`config.mk`:
```
export PLATFORM = sky130hd
export DESIGN_NAME = imem_loader_flat
export DESIGN_NICKNAME = d
export VERILOG_FILES = /design/src/rtl/imem_loader_if.sv /design/src/rtl/imem_loader.sv /design/src/flat_wrapper.sv
export SDC_FILE = /design/constraint.sdc
export NUM_CORES = 1
export LEC_CHECK = 0
export CORE_ASPECT_RATIO = 1.2
export CORE_MARGIN = 4
export CORE_UTILIZATION = 48
export DETAILED_ROUTE_END_ITERATION = 16
export HOLD_SLACK_MARGIN = 0.06
export PLACE_DENSITY = 0.85
export SLEW_MARGIN = 20
export SYNTH_ARGS = -nofsm -noshare
export SYNTH_HDL_FRONTEND = slang
export SYNTH_SLANG_ARGS = --single-unit
```
`constraint.sdc`:
```
create_clock -name clk -period 2.5 [get_ports clk]
set_input_delay 0.5 -clock clk [delete_from_list [all_inputs] [get_ports clk]]
set_output_delay 0.5 -clock clk [all_outputs]
set_load 0.005 [all_outputs]
```
`src/rtl/imem_loader_if.sv`:
```
// Signal bundle between the byte-stream source / CPU side and the instruction-memory loader.
// The loader takes the slave view; the stream source and test harness take the master view.
interface imem_loader_if #(
    parameter int ADDR_W = 7
);
    logic              start;
    logic [ADDR_W:0]   word_count;
    logic              abort;
    logic [7:0]        byte_in;
    logic              byte_valid;
    logic              byte_ready;
    logic              wr_en;
    logic [31:0]       wr_address;
    logic [31:0]       wr_data;
    logic              busy;
    logic              cpu_stall;
    logic              done;

    modport master (
        output start, word_count, abort, byte_in, byte_valid,
        input  byte_ready, wr_en, wr_address, wr_data, busy, cpu_stall, done
    );

    modport slave (
        input  start, word_count, abort, byte_in, byte_valid,
        output byte_ready, wr_en, wr_address, wr_data, busy, cpu_stall, done
    );
endinterface

```
`src/rtl/imem_loader.sv`:
```
// Sequential instruction-memory writer: packs a big-endian byte stream into 32-bit words
// and writes them to consecutive word addresses from 0, stalling the CPU while loading.
module imem_loader #(
    parameter int DEPTH  = 128,
    parameter int ADDR_W = 7
) (
    input  logic         clk,
    input  logic         rst_n,
    imem_loader_if.slave bus
);
    typedef enum logic [1:0] {
        ST_IDLE  = 2'd0,
        ST_LOAD  = 2'd1,
        ST_WRITE = 2'd2,
        ST_DONE  = 2'd3
    } state_t;

    localparam logic [ADDR_W:0] DEPTH_C = (ADDR_W + 1)'(DEPTH);
    localparam logic [ADDR_W:0] ZERO_C  = {(ADDR_W + 1){1'b0}};
    localparam logic [ADDR_W:0] ONE_C   = {{ADDR_W{1'b0}}, 1'b1};

    state_t          state_r;
    state_t          state_nxt_s;
    logic [ADDR_W:0] target_r;
    logic [ADDR_W:0] target_nxt_s;
    logic [ADDR_W:0] word_cnt_r;
    logic [ADDR_W:0] word_cnt_nxt_s;
    logic [1:0]      byte_cnt_r;
    logic [1:0]      byte_cnt_nxt_s;
    logic [31:0]     asm_r;
    logic [31:0]     asm_nxt_s;

    logic            byte_ready_r;
    logic            wr_en_r;
    logic            busy_r;
    logic            done_r;
    logic [31:0]     wr_address_r;
    logic [31:0]     wr_data_r;

    // Next-state, word/byte counter and byte-assembly logic.
    always_comb begin
        state_nxt_s    = state_r;
        target_nxt_s   = target_r;
        word_cnt_nxt_s = word_cnt_r;
        byte_cnt_nxt_s = byte_cnt_r;
        asm_nxt_s      = asm_r;
        case (state_r)
            ST_IDLE: begin
                if (bus.start && !bus.abort) begin
                    if ((bus.word_count == ZERO_C) || (bus.word_count > DEPTH_C)) begin
                        target_nxt_s = DEPTH_C;
                    end else begin
                        target_nxt_s = bus.word_count;
                    end
                    word_cnt_nxt_s = ZERO_C;
                    byte_cnt_nxt_s = 2'd0;
                    state_nxt_s    = ST_LOAD;
                end else begin
                    state_nxt_s = ST_IDLE;
                end
            end
            ST_LOAD: begin
                // Abort outranks a byte presented in the same cycle; that byte is dropped.
                if (bus.abort) begin
                    state_nxt_s = ST_IDLE;
                end else if (bus.byte_valid) begin
                    asm_nxt_s      = {asm_r[23:0], bus.byte_in};
                    byte_cnt_nxt_s = byte_cnt_r + 2'd1;
                    if (byte_cnt_r == 2'd3) begin
                        state_nxt_s = ST_WRITE;
                    end else begin
                        state_nxt_s = ST_LOAD;
                    end
                end else begin
                    state_nxt_s = ST_LOAD;
                end
            end
            ST_WRITE: begin
                word_cnt_nxt_s = word_cnt_r + ONE_C;
                byte_cnt_nxt_s = 2'd0;
                if (bus.abort) begin
                    state_nxt_s = ST_IDLE;
                end else if ((word_cnt_r + ONE_C) == target_r) begin
                    state_nxt_s = ST_DONE;
                end else begin
                    state_nxt_s = ST_LOAD;
                end
            end
            ST_DONE: begin
                state_nxt_s = ST_IDLE;
            end
            default: begin
                state_nxt_s = ST_IDLE;
            end
        endcase
    end

    // State, datapath and output registers; outputs are decoded from the next state so they
    // line up with the state they describe while coming straight from flops.
    always_ff @(posedge clk or negedge rst_n) begin
        if (!rst_n) begin
            state_r      <= ST_IDLE;
            target_r     <= ZERO_C;
            word_cnt_r   <= ZERO_C;
            byte_cnt_r   <= 2'd0;
            asm_r        <= 32'd0;
            byte_ready_r <= 1'b0;
            wr_en_r      <= 1'b0;
            busy_r       <= 1'b0;
            done_r       <= 1'b0;
            wr_address_r <= 32'd0;
            wr_data_r    <= 32'd0;
        end else begin
            state_r      <= state_nxt_s;
            target_r     <= target_nxt_s;
            word_cnt_r   <= word_cnt_nxt_s;
            byte_cnt_r   <= byte_cnt_nxt_s;
            asm_r        <= asm_nxt_s;
            byte_ready_r <= (state_nxt_s == ST_LOAD);
            wr_en_r      <= (state_nxt_s == ST_WRITE);
            busy_r       <= (state_nxt_s == ST_LOAD) || (state_nxt_s == ST_WRITE);
            done_r       <= (state_nxt_s == ST_DONE);
            // Address/data only move on entry to WRITE, so they hold the last write otherwise.
            if (state_nxt_s == ST_WRITE) begin
                wr_address_r <= {{(31 - ADDR_W){1'b0}}, word_cnt_nxt_s};
                wr_data_r    <= asm_nxt_s;
            end else begin
                wr_address_r <= wr_address_r;
                wr_data_r    <= wr_data_r;
            end
        end
    end

    assign bus.byte_ready = byte_ready_r;
    assign bus.wr_en      = wr_en_r;
    assign bus.wr_address = wr_address_r;
    assign bus.wr_data    = wr_data_r;
    assign bus.busy       = busy_r;
    assign bus.cpu_stall  = busy_r;
    assign bus.done       = done_r;
endmodule

```
`src/flat_wrapper.sv`:
```
// flat-port wrapper written by rule: the top's interface ports become plain ports
module imem_loader_flat 
#(
    parameter int DEPTH  = 128,
    parameter int ADDR_W = 7
)
  (clk, rst_n, bus_start, bus_word_count, bus_abort, bus_byte_in, bus_byte_valid, bus_byte_ready, bus_wr_en, bus_wr_address, bus_wr_data, bus_busy, bus_cpu_stall, bus_done);
  imem_loader_if #(.ADDR_W(ADDR_W)) bus_i ();
  input  logic clk;
  input  logic rst_n;
  input wire logic [$bits(bus_i.start)-1:0] bus_start;
  input wire logic [$bits(bus_i.word_count)-1:0] bus_word_count;
  input wire logic [$bits(bus_i.abort)-1:0] bus_abort;
  input wire logic [$bits(bus_i.byte_in)-1:0] bus_byte_in;
  input wire logic [$bits(bus_i.byte_valid)-1:0] bus_byte_valid;
  output wire logic [$bits(bus_i.byte_ready)-1:0] bus_byte_ready;
  output wire logic [$bits(bus_i.wr_en)-1:0] bus_wr_en;
  output wire logic [$bits(bus_i.wr_address)-1:0] bus_wr_address;
  output wire logic [$bits(bus_i.wr_data)-1:0] bus_wr_data;
  output wire logic [$bits(bus_i.busy)-1:0] bus_busy;
  output wire logic [$bits(bus_i.cpu_stall)-1:0] bus_cpu_stall;
  output wire logic [$bits(bus_i.done)-1:0] bus_done;
  assign bus_i.start = bus_start;
  assign bus_i.word_count = bus_word_count;
  assign bus_i.abort = bus_abort;
  assign bus_i.byte_in = bus_byte_in;
  assign bus_i.byte_valid = bus_byte_valid;
  assign bus_byte_ready = bus_i.byte_ready;
  assign bus_wr_en = bus_i.wr_en;
  assign bus_wr_address = bus_i.wr_address;
  assign bus_wr_data = bus_i.wr_data;
  assign bus_busy = bus_i.busy;
  assign bus_cpu_stall = bus_i.cpu_stall;
  assign bus_done = bus_i.done;
  imem_loader #(.DEPTH(DEPTH), .ADDR_W(ADDR_W)) u_core (.clk(clk), .rst_n(rst_n), .bus(bus_i));
endmodule
```
==> out/metrics.cfg <==
[floorplan]
die-area_mm2 = 0.00966
design.core.area_mm2 = 0.00779
initial_utilization_pct = 50.2
floorplan.die.width_um = 90.4
ioPinCount = 90
std_cell_rows = 35
floorplan.die.height_um = 107

[place]
postPlaceCellArea_mm2 = 0.00455
gp_congestion = 0.789
dp_cells = 540
placement.io_buffers = 65
dp.final_hpwl_um = 5660

[detailed_routing]
wl_per_cell_um = 15.1
dr_total_vias = 2968
route.layer.met1.wl_um = 3590
finalWirelength_um = 8380
antenna_left = 0
route.top_layer_used = met4
met2_wl_post_dr_um = 4240
met3_length_um = 429
dr.first_iter.drc_count = 134
viasPerCell = 5.34
drc_errors = 0
detailedRoute.firstPassIterationCount = 4

[worst_setup_path]
rr_worst_depth = 8
critical_path.startpoint_type = flop
timing.reg2reg.setup_slack_ns = 0.19
timing.critical_path.to_type = flop
critPathArrivalTime_ns = 2.61
critPathRequiredTime_ns = 2.80
r2r_end = u_core.bus.busy
criticalPathCategory = reg2reg
timing.critical_path.fanout_max = 8
worst_r2r_startpoint = u_core.word_cnt_r[1]

[global_route]
antenna_found_initial = 0
overflow = 0
grtUsageTotal_pct = 17.8
grt_first_pass_wirelength_um = 13900
grt_start_max_net_pins = 67
vias_in_the_first_global_route = 3003

[clock_tree]
cts-buffers-inserted = 9
cts_tree = built
worstSkewPairLatency_ns = 0.36
clock_transition_at_path_regs_ns = 0.09
cts.root.buffer_cell = clkbuf_8
post_cts.repair.setup_buffers = 0
cts_sinks = 88
htree_levels = 3
post_cts.resized_instances = 0
cts_max_path_buffers = 2
holdBufCountCts = 0

[power]
proportion_of_power_drawn_by_combinational_gates_pct = 12.3
pwr-share-clk_pct = 31.4
seq_power_share_pct = 56.3
sw_frac_of_total_pct = 27.8
pwr_density_cell_mw_per_mm2 = 620
ir_worst_vdd_uv = 397
power.leakage_uw = 0.00225
power.internal_uw = 2120
net-switching-power_uw = 817

[timing]
report.final.setup_viol = 0
grt_setup_unrepaired = false
timing.final.max_slew_violations = 0
final.min_clock_period_ns = 2.31
tightestPinTransition_ns = 0.536
maxClockFrequency_mhz = 432
finalHoldViolCount = 0
post-route-period-util_pct = 92.5
fin_skew_ns = 0.0104
worst_hold_slack_ns = 0.113
tns_ns = 0
timing.slew.headroom_pct = 64.2

[finish]
drive_above_1_share_pct = 7.54
antenna_cells = 0
finalNetCount = 484
fin_area_mm2 = 0.00474
post_layout_nonfiller_instances = 556
area_delta_synth_final_pct = 21.1

[synth]
synth_sequential_area_ratio_pct = 56.3
synthesis.area_mm2 = 0.00391
number_of_instances_in_the_synthesized_netlist = 403
ys.warnings.count = 0
yosys_register_bits = 88
yosys_most_used_dff = dfrtp_1
async_reset_ff_share_pct = 100
syn_area_per_cell_um2 = 9.71
netlist-cell-type-count = 43
synth_enable_flop_cells = 0

[worst_hold_path]
hold_class = in2async

[outcome]
outcome = finished clean

[job]
timing.max_cap.violations = 0

[cells in the mapped netlist, drive strengths merged, types with 3 or more instances]
library cell	count	area (µm²)
nand2	98	368
xnor2	6	52.6
nand2b	8	50.1
dfrtp	88	2200
xor2	6	52.6
o21ai	21	105
clkbuf	13	48.8
a21oi	5	25.0
mux2	7	78.8
a31oi	33	206
ha	4	50.1
and2	3	18.8
o31ai	3	22.5
nand3	7	35.0
nor2	36	135
buf	38	255
[logic make-up after synthesis]
| family | count (synthesis) | share of synthesized area [%] |
|---|---|---|
| AOI/OAI and AO/OA | 69 | 10.6 |
| xor gates and xnor gates | 12 | 2.69 |
| adders and majority gates | 4 | 1.28 |
| buffers and inverters | 53 | 7.97 |
| DFF | 88 | 56.3 |
| muxes | 7 | 2.02 |
| other | 1 | 0.0959 |
| and+or+nand+nor | 169 | 19.0 |
[how the worst max path moves through the flow]
stage | from | to | slack [ns] | cells past startpoint
floorplan | u_core.word_cnt_r[0] | u_core.bus.busy | 0.36 | 9
global placement | bus_abort | u_core.bus.busy | 0.15 | 7
detailed placement | bus_abort | u_core.bus.busy | 0.10 | 7
CTS | u_core.word_cnt_r[1] | u_core.bus.busy | 0.23 | 8
global route | u_core.word_cnt_r[1] | u_core.bus.busy | 0.09 | 8
finish | u_core.word_cnt_r[1] | u_core.bus.busy | 0.19 | 8
[routing by layer]
| metal | track usage [%] | vias up |
|---|---|---|
| li1 | - | 1419 |
| met1 | 22.2 | 1449 |
| met2 | 30.6 | 86 |
| met3 | 4.07 | 14 |
| met4 | 5.91 | 0 |
| met5 | 0 | - |
[registers in the layout, indices dropped and copies added (netlist names)]
register,flops
u_core.bus.busy,1
u_core.bus.done,1
u_core.target_r,8
u_core.bus.byte_ready,1
u_core.state_r,2
u_core.byte_cnt_r,2
u_core.bus.wr_address,8
u_core.bus.wr_data,32
u_core.bus.wr_en,1
u_core.word_cnt_r,8
u_core.asm_r,24
[cells in the final DEF (no fill, tap or decap), drive strengths merged, types with 2 or more instances in the layout]
| cell | netlist | layout |
|---|---|---|
| a21oi | 5 | 5 |
| a31oi | 33 | 33 |
| and2 | 3 | 3 |
| and3 | 2 | 2 |
| buf | 38 | 9 |
| clkbuf | 13 | 9 |
| clkdlybuf4s50 | 0 | 64 |
| clkinvlp | 0 | 2 |
| conb | 1 | 24 |
| dfrtp | 88 | 88 |
| ha | 4 | 4 |
| inv | 2 | 6 |
| mux2 | 7 | 7 |
| nand2 | 98 | 98 |
| nand2b | 8 | 8 |
| nand3 | 7 | 7 |
| nand3b | 2 | 2 |
| nor2 | 36 | 36 |
| nor3 | 2 | 2 |
| nor4 | 2 | 2 |
| o21a | 2 | 2 |
| o21ai | 21 | 21 |
| o31ai | 3 | 3 |
| xnor2 | 6 | 6 |
| xor2 | 6 | 6 |
[power by group through the flow]
stage	sequential (µW)	combinational (µW)	clock (µW)
after detailed placement	1680	360	0
after global routing	1670	408	990
after floorplan	1660	214	0
after CTS	1650	365	934
after global placement	1670	347	0
final	1650	360	923
[final cells by class]
class / instances / area, µm²
Multi-Input combinational cell: 285 / 1480
Tap cell: 92 / 115
Clock inverter: 7 / 58.8
Sequential cell: 88 / 2200
Fill cell: 665 / 3060
Clock buffer: 9 / 124
Inverter: 2 / 7.51
Timing Repair Buffer: 73 / 746
[critical path, cell delays in order (launching register included)]
cell,delay (ns)
dfrtp_1,0.44
ha_1,0.35
xor2_1,0.24
xnor2_1,0.16
nand3_1,0.11
or4_4,0.45
o21ai_1,0.21
ha_1,0.26
inv_1,0.05
[per-stage QoR]
stage                     util (%)  total power (µW)  setup slack, ns
after detailed placement      58.4              2040            0.101
after floorplan                  -              1880            0.357
after CTS                     60.8              2950            0.235
after global routing          60.8              3070           0.0920
final                         60.8              2940            0.187
after global placement        58.4              2020            0.150
Note: power is estimated with default switching activity, not from simulation.
==> RTL edit (config.mk and constraints unchanged) <==
Encoding of `state_t`: now one-hot (4 bits for 4 states).
--- a/src/rtl/imem_loader.sv
+++ b/src/rtl/imem_loader.sv
@@ -10,7 +10,7 @@
 );
-    typedef enum logic [1:0] {
-        ST_IDLE  = 2'd0,
-        ST_LOAD  = 2'd1,
-        ST_WRITE = 2'd2,
-        ST_DONE  = 2'd3
+    typedef enum logic [3:0] {
+        ST_IDLE  = 4'b0001,
+        ST_LOAD  = 4'b0010,
+        ST_WRITE = 4'b0100,
+        ST_DONE  = 4'b1000
     } state_t;
Behaviour: same outputs for any inputs over 4 cycles, from zero or initial values and one cycle with rst_n low; so few cycles prove little.
==> RTL edit against the original RTL <==
  * Sequential cell count rose by 10
  * Synthesized area rose by 16%
  * Largest cell class unchanged
  * Routed wire length rose by 5.8%
  * Sequential power rose by 3%
  * Total power rose by 4.1%
  * Cell area rose by 13%
  * Setup slack improved by 180 ps
  * Largest power group unchanged
==> RTL edit: results (changes against the original RTL) <==
Outcome
  – Outcome: completed (unchanged)

Cells and area
  – Layout cell share with drive strength beyond 1: 15.9% (was 7.54%)
  – Nets@finish: 483 (was 484)

Placement
  – PortBufs: 65 (unchanged)
  – Placed instance area: 0.00515 sq mm (was 0.00455 sq mm)
  – DPL Wire Length: 6240 um (was 5660 um)
  – GP Congestion: 0.846 (was 0.789)

Setup path
  – Max incr delay on CP: 520 ps (was 450 ps)
  – Worst path top cell family by delay: simple AND/OR/NAND/NOR gates (was adder cells)
  – CP arrival: 2440 ps (was 2610 ps)
  – Crit Path Max Fanout: 6 (was 8)
  – R2R depth: 6 (was 8)
  – CP max-delay cell: a2111oi_4 (was or4_4)

Global route
  – Global-route wire length before repair: 14700 um (was 13900 um)
  – Initial antenna violation count: 0 (unchanged)
  – Overall Global Routing Usage: 16.4% (was 17.8%)
  – Pin count of the biggest net entering global routing: 67 (unchanged)

Synth
  – Async S/R FF share, synth: 100% (unchanged)
  – Ys flop type: dfrtp_1 (unchanged)
  – Post-synth cell types: 44 (was 43)
  – Top cell type's share of synthesized area: 53.7% (was 56.3%)
  – Synth top area cells: dfrtp_1 54%, mux2_4 12%, nand2_1 9.6% (was dfrtp_1 56%, nand2_1 9.4%, a31oi_1 5.3%)
  – Post-synth top cells: 116 x nand2_1, 97 x dfrtp_1, 37 x mux2_4 (was 98 x nand2_1, 88 x dfrtp_1, 36 x nor2_1)
  – Yosys warns: 0 (unchanged)
  – Sequential element share of the synthesized area: 54.2% (was 56.3%)

Clock network
  – CTS Root Cell: clkbuf_8 (unchanged)
  – Clock-pin slew on the worst setup and hold paths: 110 ps (was 90 ps)
  – Num CTS Buffers: 9 (unchanged)
  – PostCTS Resize Cnt: 0 (unchanged)
  – H-tree depth: 3 (unchanged)

Power
  – Switching power: 0.784 mW (was 0.817 mW)
  – Leakage: 2.61 nW (was 2.25 nW)
  – Worst VDD drop: 291 uV (was 397 uV)

STA
  – Worst Tran Pin Value: 617 ps (was 536 ps)
  – Clk_skew: 15.7 ps (was 10.4 ps)
  – Tcrit/Tclk final: 85.4% (was 92.5%)

Detailed routing
  – DRT Pass-1 Iters: 4 (unchanged)
  – Routed WL per cell: 15.2 um (was 15.1 um)
  – Via count: 2955 (was 2968)
  – Iter 0 DRT Violations: 132 (was 134)

Worst hold path
  – Worst hold path class: input pin to asynchronous set/reset pin (unchanged)
RTL edit: changes by cell type after synthesis, moves of 8 or more:
cell and change:
mux2_4 +37, a31oi_1 -28, nor2_1 -27, nand2_1 +18
dfrtp_1 +9, buf_2 -8
RTL edit: through the flow:
step | utilization (%) | worst slack (ps) | total power [mW] | cells | hold slack [ps]
after floorplan | - | 578 | 1.90 | 422 | 204
after global placement | 56.5 | 218 | 1.97 | 569 | 456
after detailed placement | 56.5 | 150 | 1.99 | 569 | 473
after CTS | 58.8 | 381 | 3.08 | 585 | 65.7
after global routing | 58.8 | 164 | 3.19 | 585 | 63.1
final | 58.8 | 365 | 3.06 | 585 | 52.2
RTL edit: path summary, 6_finish.rpt:
check / start / endpoint / slack [ps]
worst min register to register: u_core.asm_r[25] / u_core.asm_r[25] / 490
min in group clk: u_core.asm_r[25] / u_core.asm_r[25] / 490
worst max-delay path: u_core.word_cnt_r[0] / u_core.state_r[3] / 360
worst max register to register: u_core.word_cnt_r[0] / u_core.state_r[3] / 360
max in group asynchronous: rst_n / u_core.bus.wr_data[7] / 1770
worst min-delay path: rst_n / u_core.bus.wr_data[23] / 50
RTL edit: layer usage:
metal  vias up  track usage (%)  routed length, um
met2        87             26.8               4440
met1      1441             20.1               3710
met4         0             6.37                172
met5         -                0                  0
met3        19             5.61                535
li1       1408                -                  -
RTL edit: worst reg2reg max path, cell delays in order (launching register included):
cell	delay, ps
dfrtp_1	460
ha_1	300
and3_1	280
nor3_1	200
a21oi_1	100
a2111oi_4	520
and3_1	220
RTL edit: logic make-up after synthesis:
family | Yosys count | share of synthesized area, %
xor+xnor | 11 | 2.13
buf+inv | 44 | 7.41
other cells | 1 | 0.0829
simple gates | 161 | 16.0
flops | 98 | 54.2
compound gates | 41 | 6.34
fa+ha+maj | 2 | 0.553
mux | 41 | 13.3
RTL edit: layout make-up:
| cell class | count | area [sq um] |
|---|---|---|
| multi-input cells | 280 | 1820 |
| clock buffers | 10 | 138 |
| clock inverters | 6 | 78.8 |
| repair buffers | 71 | 731 |
| flip-flops and latches | 98 | 2450 |
| fillers | 738 | 3760 |
| well taps | 120 | 150 |
RTL edit: power by group through the flow:
stage / sequential, mW / clock, mW / combinational (mW)
after floorplan: 1.71 / 0 / 0.184
after global placement: 1.72 / 0 / 0.246
after detailed placement: 1.73 / 0 / 0.259
after CTS: 1.70 / 1.12 / 0.261
after global routing: 1.71 / 1.19 / 0.296
final: 1.70 / 1.10 / 0.259
